[config.mk]
export PLATFORM = sky130hd
export DESIGN_NAME = gshare_predictor
export DESIGN_NICKNAME = d
export VERILOG_FILES = /design/src/rtl/gshare_predictor.sv
export SDC_FILE = /design/constraint.sdc
export NUM_CORES = 1
export LEC_CHECK = 0
export BUFFER_PORTS_ARGS = -buffer_cell sky130_fd_sc_hd__buf_2
export CAP_MARGIN = 5
export CORE_MARGIN = 3
export CORE_UTILIZATION = 65
export CTS_CLUSTER_DIAMETER = 60
export DETAILED_ROUTE_END_ITERATION = 16
export PLACE_DENSITY_LB_ADDON = 0.05
export SLEW_MARGIN = 30
export SYNTH_ARGS = -nofsm -noshare
export SYNTH_HDL_FRONTEND = slang
export SYNTH_SLANG_ARGS = --single-unit
[constraint.sdc]
create_clock -name clk -period 18.4 [get_ports clk]
set_clock_uncertainty 0.15 [all_clocks]
set_input_delay 0 -clock clk [delete_from_list [all_inputs] [get_ports clk]]
set_output_delay 0 -clock clk [all_outputs]
set_load 0.02 [all_outputs]
[src/rtl/gshare_predictor.sv]
// gshare branch direction predictor.
// The fetch PC is XORed with the low global-history bits to index a table of
// 2-bit saturating counters. Each prediction is registered, so it appears one
// cycle after the request. Resolved branches train the table through the
// update port. After reset, a small FSM clears the table to weakly-not-taken,
// one entry per cycle.
module gshare_predictor #(
    parameter int HISTORY_SIZE = 64,
    parameter int INDEX_BITS   = 8,
    parameter int PC_LSB       = 2
) (
    input  logic                  clk,
    input  logic                  rst,
    input  logic [HISTORY_SIZE-1:0] history,
    input  logic                  req_valid,
    input  logic [31:0]           req_pc,
    output logic                  pred_valid,
    output logic                  pred_taken,
    output logic [INDEX_BITS-1:0] pred_index,
    input  logic                  upd_valid,
    input  logic [INDEX_BITS-1:0] upd_index,
    input  logic                  upd_taken,
    output logic                  ready
);

    localparam int ENTRIES = 1 << INDEX_BITS;

    typedef enum logic {
        INIT,
        READY
    } state_t;

    state_t                state;
    logic [INDEX_BITS-1:0] init_ptr;
    logic [1:0]            pht [ENTRIES];

    logic [INDEX_BITS-1:0] hist_p0;
    logic [INDEX_BITS-1:0] idx_p0;
    logic [1:0]            ctr_p0;

    // Only some PC and history bits feed the index. This fold keeps the
    // remaining bits formally consumed.
    logic unused_inputs;
    assign unused_inputs = ^{req_pc, history};

    // Saturating 2-bit counter step: 00 strongly-NT .. 11 strongly-T.
    function automatic logic [1:0] sat_next(input logic [1:0] ctr, input logic taken);
        logic [1:0] nxt;
        if (taken) begin
            nxt = (ctr == 2'b11) ? ctr : ctr + 2'b01;
        end else begin
            nxt = (ctr == 2'b00) ? ctr : ctr - 2'b01;
        end
        return nxt;
    endfunction

    // ---- stage p0: combinational index and table read ----
    generate
        if (HISTORY_SIZE >= INDEX_BITS) begin : g_hist_trunc
            assign hist_p0 = history[INDEX_BITS-1:0];
        end else begin : g_hist_zext
            assign hist_p0 = {{(INDEX_BITS-HISTORY_SIZE){1'b0}}, history};
        end
    endgenerate

    assign idx_p0 = req_pc[PC_LSB +: INDEX_BITS] ^ hist_p0;
    assign ctr_p0 = pht[idx_p0];

    // Clear FSM: walks init_ptr across the table, then holds in READY until reset.
    always_ff @(posedge clk) begin
        if (rst) begin
            state    <= INIT;
            init_ptr <= '0;
            ready    <= 1'b0;
        end else begin
            case (state)
                INIT: begin
                    init_ptr <= init_ptr + INDEX_BITS'(1);
                    if (&init_ptr) begin
                        state <= READY;
                        ready <= 1'b1;
                    end
                end
                READY: begin
                    ready <= 1'b1;
                end
                default: begin
                    state <= INIT;
                end
            endcase
        end
    end

    // Table write port: the clear sweep during INIT, training updates in READY.
    // The table itself is not reset. The clear sweep initialises it instead.
    always_ff @(posedge clk) begin
        if (!rst) begin
            if (state == INIT) begin
                pht[init_ptr] <= 2'b01;
            end else if (upd_valid) begin
                pht[upd_index] <= sat_next(pht[upd_index], upd_taken);
            end
        end
    end

    // ---- stage p1: registered prediction (reads the pre-update counter) ----
    always_ff @(posedge clk) begin
        if (rst) begin
            pred_valid <= 1'b0;
            pred_taken <= 1'b0;
            pred_index <= '0;
        end else if (state == READY) begin
            pred_valid <= req_valid;
            pred_taken <= req_valid & ctr_p0[1];
            if (req_valid) begin
                pred_index <= idx_p0;
            end
        end else begin
            pred_valid <= 1'b0;
            pred_taken <= 1'b0;
        end
    end

endmodule

Word-level counts from Yosys, hierarchy flattened:

Memories as Yosys holds them, arrays and structs flattened.
Cells that the tools add are included.
W data, S select, Z words.

* register bits: 20
* bits in latches: 0
* memory bits (writable): 512
* ROM bits: 0
* bits of input ports: 109
* output and inout bits: 11
* memories: 1

* add/sub/neg operators: 3
* $mul: 0
* divide/modulo/power cells: 0
* magnitude comparators: 0
* equal/unequal tests: 2
* shifts and indexed selects: 0
* multiplexer cells: 20
* bitwise gates (word level): 3
* reduce and logical (&&, ||, !) cells: 5

Memories
* pht: words 256, bits a word 2, read ports 2, clocked after memory_dff 0, write ports 1, RTL line 35 `logic [1:0] pht [ENTRIES];`

Operator list (number)
* $mux W2: 7
* $mux W1: 11
* $add A8 B1 Y8 const B: 1
* $mux W8: 1
* $reduce_and A8 Y1: 1
* $xor A8 B8 Y8: 1
* $reduce_or A2 Y1: 2
* $add A2 B1 Y2 const B: 1
* $eq A2 B2 Y1 const B: 1
* $logic_not A2 Y1: 1
* $ne A2 B2 Y1 const B: 1
* $pmux W1 S2: 1
* $reduce_and A2 Y1: 1
* $sub A2 B1 Y2 const B: 1
* $and A1 B1 Y1: 1
* $not A1 Y1: 1

Longest topological paths before layout:

Gate-level depths: netlist (run 1).
An unclocked memory read counts as a cell.

* depth after elaboration: 8
* gate-level depth with buffers: 13

Least setup slack after synthesis (run 1):

No wires, ideal clock.

* path kind: input port to flip-flop
* start: input port upd_index[0]
* end: memory pht[0][0] (data pin)
* arrival time: 8.823 ns
* setup slack: 7.853 ns
* stages: 11
* buffers on the path: 3
* path through: buf_6 > buf_12 > buf_6 > mux4_2 > a22o_1 > o41ai_1 > a31oi_1 > o211ai_1 > o32a_1 > a2111oi_0 > a21oi_1

* longest elaborated chain between the ends: 8
* elaborated cells between the ends (all ways): 12
* classes of those cells: 2 x add/sub; 1 x eq/ne; 7 x mux; 1 x reduce/logical; 1 x memory

Ends and longest elaborated chain
* start: declaration: RTL line 21 `input logic [INDEX_BITS-1:0] upd_index,`
* $mem_v2 Z256 W2 *
* $sub A2 B1 Y2, or another cell as far along: RTL line 52 `nxt = (ctr == 2'b00) ? ctr : ctr - 2'b01;`
* $mux W2, on equally long branches: RTL line 52, 50
* $mux W2 *: RTL line 49 `if (taken) begin`
* $mux W2 *: RTL line 100 `end else if (upd_valid) begin`
* $mux W2 *: RTL line 98 `if (state == INIT) begin`
* $mux W2 *: RTL line 97 `if (!rst) begin`
* $mux W2 (no line) *
* end: declaration: RTL line 35

Mark *: on every way between the ends. The rest lies on a longest branch, timed or not. The select of a mux whose other input is x is not followed.

Worst setup path in the final report (run 1):

* start: input port upd_index[0]
* end: memory pht[239][1] (data pin)

The elaborated chain is that of the path after synthesis.

==> results of run 1 <==
critical path, stage by stage:
cell and delay [ps]:
buf_8 480, buf_4 790, mux4_2 350, and2_1 120, a211oi_1 50, a2111oi_0 830
o31ai_1 340, o32ai_1 480, o41ai_1 190, a21oi_4 190, buf_4 570, buf_4 790
registers in the layout, indices dropped and copies added, names as in the netlist:
| signal | cells |
|---|---|
| pht | 512 |
| init_ptr | 8 |
| ready | 1 |
| pred_taken | 1 |
| state | 1 |
| pred_valid | 1 |
| pred_index | 8 |
layout make-up:
class / instances / area (um2)
well taps: 468 / 586
multi-input cells: 839 / 7990
inverters: 6 / 22.5
fillers: 2336 / 10100
clock buffers: 76 / 1470
flip-flops and latches: 532 / 15800
clock inverters: 17 / 136
repair buffers: 83 / 576
per-layer routing:
| layer | up-vias | wire length (um) | track usage, % |
|---|---|---|---|
| met5 | - | 29 | 0 |
| met2 | 958 | 28800 | 49.4 |
| li1 | 5962 | - | - |
| met1 | 7406 | 22900 | 45.7 |
| met4 | 4 | 2320 | 11.4 |
| met3 | 175 | 7370 | 7.42 |
where the power goes:
group          total [mW]  switching (mW)  internal, mW  leakage [nW]
logic               0.164           0.101        0.0634          2.64
clock network        1.02           0.438         0.578         0.782
registers            1.31         0.00132          1.31          5.82
path summary, 6_finish.rpt:
kind / cells past startpoint / startpoint / end / slack, ps
max: 12 / upd_index[0] / pht[239][1] / 13210
min: 5 / history[2] / pred_index[2] / 50
max reg2reg: 10 / pht[129][0] / pht[239][1] / 13740
min reg2reg: 2 / pred_index[2] / pred_index[2] / 350
timing repair:
action | in CTS | in global routing
setup buffers | 0 | 0
endpoints found under the hold margin | 20 | 0
hold buffers | 15 | 0
kinds of logic after synthesis:
| kind of cell | after synthesis |
|---|---|
| xor gates and xnor gates | 17 |
| buffers and inverters | 116 |
| and+or+nand+nor | 451 |
| adders and majority gates | 1 |
| muxes | 251 |
| DFF | 532 |
| AOI/OAI and AO/OA | 119 |
placed cells by master (no fill, tap or decap), types with 3 or more instances in the layout:
cell type      count
nand2_1           78
nor2b_1            6
mux2_2             5
nand3_1           25
a21oi_1            9
dlygate4sd3_1     15
o211ai_1           4
o21ai_1            4
edfxtp_1         512
o22ai_1           18
mux4_2           193
nor4_1             3
nand3b_1          11
clkinv_1           9
o221ai_1          20
buf_2             37
nand3_2            7
xor2_1             6
clkinv_2           6
a211oi_1          19
o31ai_1            7
o21ai_0            4
inv_1              3
clkbuf_1          20
o41ai_1            4
nor2_1           289
a31oi_1            7
dfxtp_1           20
mux2i_1           53
xnor2_1            6
and3_1             5
clkbuf_16         55
or3_1              3
a2111oi_0          5
buf_4             30
and2_1             7
nor3_1             8
xor2_4             3
==> results.toml, run 1 <==
[global_routing]
grt_pass1_vias = 14400
antenna_found_initial = 2
grt_use_total_pct = 31.9
grt_max_degree = 101
grt_first_pass_wirelength_um = 91300
grt_overflow = 0

[placement]
io_buffers = 39
dp_cells = 1913
preCtsSetupSlack_ps = 12590
placed_area_um2 = 24800
routabilityCongestion = 0.867
hpwl_um = 37100

[clock_tree]
root_buffer = "clkbuf_16"
cts_tree = "done"
clk_latency_ps = 600
cts_sinks = 532
clk_path_buf_depth = 3
h-tree-depth = 2
numCtsBuffers = 53
path_clk_slew_ps = 60
cts_resized = 0

[worst_setup_path]
crit_fanout = 95
path_class = "in -> reg"
worst_setup_path_end_kind = "register"
critPathLaunchType = "input pin"
worstPathRequired_ps = 18510
arrival_ps = 5310

[sta]
timing.hold.ws_ps = 48.8
finalSetupViolations = 0
finalCritPeriodShare_pct = 28.2
slew_headroom_pct = 31.8
clock.fmax_ghz = 0.193
maxSlewViolCount = 0
min_period_ps = 5190
grt_setup_unrepaired = "no"
finalSetupTns_ps = 0
layout_setup_ws_ps = 13210
hold_viol = 0
worst_slew_pin_slew_ps = 1010

[floorplan]
rows = 70
dieHeight_um = 199
io_pins = 120
core_um2 = 36700
die_x_um = 199
dieArea_um2 = 39700
start_util_pct = 66.1

[synth]
post-synth-top-area-cell = "edfxtp_1"
ys_seq_area_share_pct = 65.1
synth-compound-area-share_pct = 3.59
postSynthAreaPerCell_um2 = 16.3
synth_edf_count = 512
ys_types = 55
synthMuxAreaShare_pct = 20.3
yosysTopAreaCellShare_pct = 63.4
yosys-top-cells-count = "edfxtp_1 (512), nor2_1 (289), mux4_2 (193)"
synthFlopType = "edfxtp_1"
ys_seq_elements = 532
synth_top_family_by_area = "multiplexers"
synthTopCellsByArea = "edfxtp_1 (63%), mux4_2 (18%), nor2_1 (4.5%)"
synth_simple_gate_area_share_pct = 7.71
synth.net_count = 1597
synth_xor_area_share_pct = 0.614
async_reset_ff_share_pct = 0
synth_fa_ha_area_share_pct = 0.0516
yosysMostFrequentCell = "edfxtp_1"
syn-instance-count = 1487
syn_area_um2 = 24200
ys.warnings.count = 0

[flow_run]
maxCapViolCount = 0

[detailed_routing]
vias_per_cell = 7.18
drcViolationCount = 0
drt-pass1-iter-count = 5
totalWireLength_um = 61400
ant_nets = 0
routedWlPerCell_um = 30.4
drt_iter0_drc = 2142
vias = 14500

[run_status]
outcome = "complete, no violations"

[layout]
final_core_utilization_pct = 72.4
syn_to_final_growth_pct = 9.51
layout-drive-gt1-share_pct = 22.9
final_cell_area_um2 = 26600
final_cells = 2021
nNetsFinal = 1625
diodes = 0

[power]
ir_drop_mv = 0.0889
power_density_nw_per_um2 = 93.8
leakage_nw = 9.24
p_total_mw = 2.49

[min_path]
worst_hold_path_type = "in -> reg"
No activity file was read; power rests on OpenSTA's default activity.
==> run 2, diff against run 1 <==
--- a/config.mk
+++ b/config.mk
@@ -8,7 +8,7 @@
 export BUFFER_PORTS_ARGS = -buffer_cell sky130_fd_sc_hd__buf_2
 export CAP_MARGIN = 5
 export CORE_MARGIN = 3
-export CORE_UTILIZATION = 65
+export CORE_UTILIZATION = 62
 export CTS_CLUSTER_DIAMETER = 60
 export DETAILED_ROUTE_END_ITERATION = 16
 export PLACE_DENSITY_LB_ADDON = 0.05
==> constraint.sdc (replaced) <==
create_clock -name clk -period 4.8 [get_ports clk]
set_clock_uncertainty 0.15 [all_clocks]
set_input_delay 0 -clock clk [delete_from_list [all_inputs] [get_ports clk]]
set_output_delay 0 -clock clk [all_outputs]
set_load 0.02 [all_outputs]
==> results.toml, run 2 (same netlist as run 1, synthesis figures left out) <==
[clock_tree]
path_clk_slew_ps = 70
cts_sinks = 532
root_buffer = "clkbuf_16"
clk_path_buf_depth = 3
cts_tree = "done"
h-tree-depth = 2
numCtsBuffers = 53
clk_latency_ps = 600

[worst_setup_path]
arrival_ps = 4010
ff2ff_setup_slack_ps = 920
path_class = "reg -> reg"
crit_fanout = 76
timing.rr.end = "pht[72][1]"
r2r_start = "pht[187][1]"
rr_worst_depth = 9
worstPathRequired_ps = 4930
worst_setup_path_end_kind = "register"
critPathLaunchType = "register"

[detailed_routing]
drt_iter0_drc = 1587
vias_per_cell = 6.84
vias = 14400
ant_nets = 0
drt-pass1-iter-count = 5
routedWlPerCell_um = 29.0
totalWireLength_um = 61100
drcViolationCount = 0

[placement]
routabilityCongestion = 0.913
hpwl_um = 38000
dp_cells = 1984
io_buffers = 39
preCtsSetupSlack_ps = 607
placed_area_um2 = 25200

[min_path]
whs_path_depth = 5
holdCritStartpoint = "history[2]"
hold_path_end = "pred_index[2]"
worst_hold_path_type = "in -> reg"

[floorplan]
dieHeight_um = 204
core_um2 = 38100
start_util_pct = 63.6
rows = 71
io_pins = 120
dieArea_um2 = 41500
die_x_um = 204

[layout]
layout.area.seq_um2 = 15800
top_regs = "pht x512, init_ptr x8, pred_index x8"
largest-register = "pht"
final_cell_area_um2 = 27000
layout.filler_cells = 2463
multi_input_area_um2 = 7960
layout_commonest_cell = "edfxtp_1"
layout-drive-gt1-share_pct = 23.9
final_cells = 2103
largest_reg_flops = 512
syn_to_final_growth_pct = 11.3
final_cell_mix = "edfxtp_1 (512), nor2_1 (289), mux4_2 (193)"
nNetsFinal = 1656

[flow_run]
maxCapViolCount = 0

[power]
power_density_nw_per_um2 = 355
ir_drop_mv = 0.342
leakage_nw = 9.44

[sta]
clock.fmax_ghz = 0.258
worst_slew_pin_slew_ps = 938
finalSetupTns_ps = 0
slew_headroom_pct = 37.0
finalCritPeriodShare_pct = 80.8
layout_setup_ws_ps = 921
min_period_ps = 3880
finalSetupViolations = 0
grt_setup_unrepaired = "no"
hold_viol = 1
maxSlewViolCount = 0
timing.hold.ws_ps = -17.8

[global_routing]
grt_overflow = 0
grt_use_total_pct = 30.2
grt_pass1_vias = 14600
antenna_found_initial = 2
grt_max_degree = 129
grt_first_pass_wirelength_um = 90800

[run_status]
violations = "negative hold slack"
outcome = "finished with violations"
## run 2: cell count changes in the layout (fill, tap and decap cells not counted), sizes merged
cell | before | now
buf | 68 | 97
clkinv | 15 | 20
clkinvlp | 0 | 2
diode | 0 | 2
dlygate4sd3 | 15 | 17
inv | 6 | 5
## run 2: final cells by class
cell class	instances	area share, %
tap	511	2.37
clock buffer	76	5.43
multi-input combinational	839	29.5
timing repair buffer	114	3.55
inverter	6	0.0835
sequential	532	58.5
antenna	2	0.0185
clock inverter	23	0.593
## run 2: worst max-delay path by stage
| stage | start | to | cells past startpoint |
|---|---|---|---|
| 6_report | pht[187][1] | pht[72][1] | 9 |
| 5_1_grt | state | pht[94][1] | 7 |
| 4_1_cts | pht[179][0] | pht[160][1] | 9 |
| 3_5_place_dp | upd_index[0] | pht[76][1] | 10 |
| 3_3_place_gp | state | pht[74][1] | 5 |
| 2_1_floorplan | pht[179][0] | pht[0][0] | 8 |
## run 2: critical path, cell delays in order (launching register included)
cell,delay [ps]
edfxtp_1,390
mux4_2,480
mux2_2,290
o22ai_1,160
nor4_1,90
o31ai_1,630
o32ai_2,230
o41ai_1,600
a21oi_4,210
buf_12,240
## run 2: layer usage
metal	wire length, um	global-route usage, %
met1	22900	41.3
met2	29300	47.6
met3	6620	8.14
met4	2260	11.6
met5	0	0
## run 2: metrics by stage
| step | power, mW | utilization, % | hold slack, ps |
|---|---|---|---|
| after floorplan | 5.54 | - | 51.5 |
| after global placement | 5.74 | 66.0 | 226 |
| after detailed placement | 5.75 | 66.0 | 224 |
| after CTS | 9.61 | 70.7 | 6.66 |
| after global routing | 9.84 | 70.8 | 19.7 |
| final | 9.58 | 70.8 | -17.8 |
## run 2: power by group
| part | switching, mW | internal [mW] |
|---|---|---|
| combinational | 0.390 | 0.261 |
| clock | 1.69 | 2.22 |
| sequential | 0.00504 | 5.01 |
| total | 2.09 | 7.50 |
## run 2: timing repair
item | CTS | global route
gates resized for setup | 0 | 0
hold buffers | 16 | 1
endpoints found under the hold margin | 21 | 1
setup buffers | 0 | 0
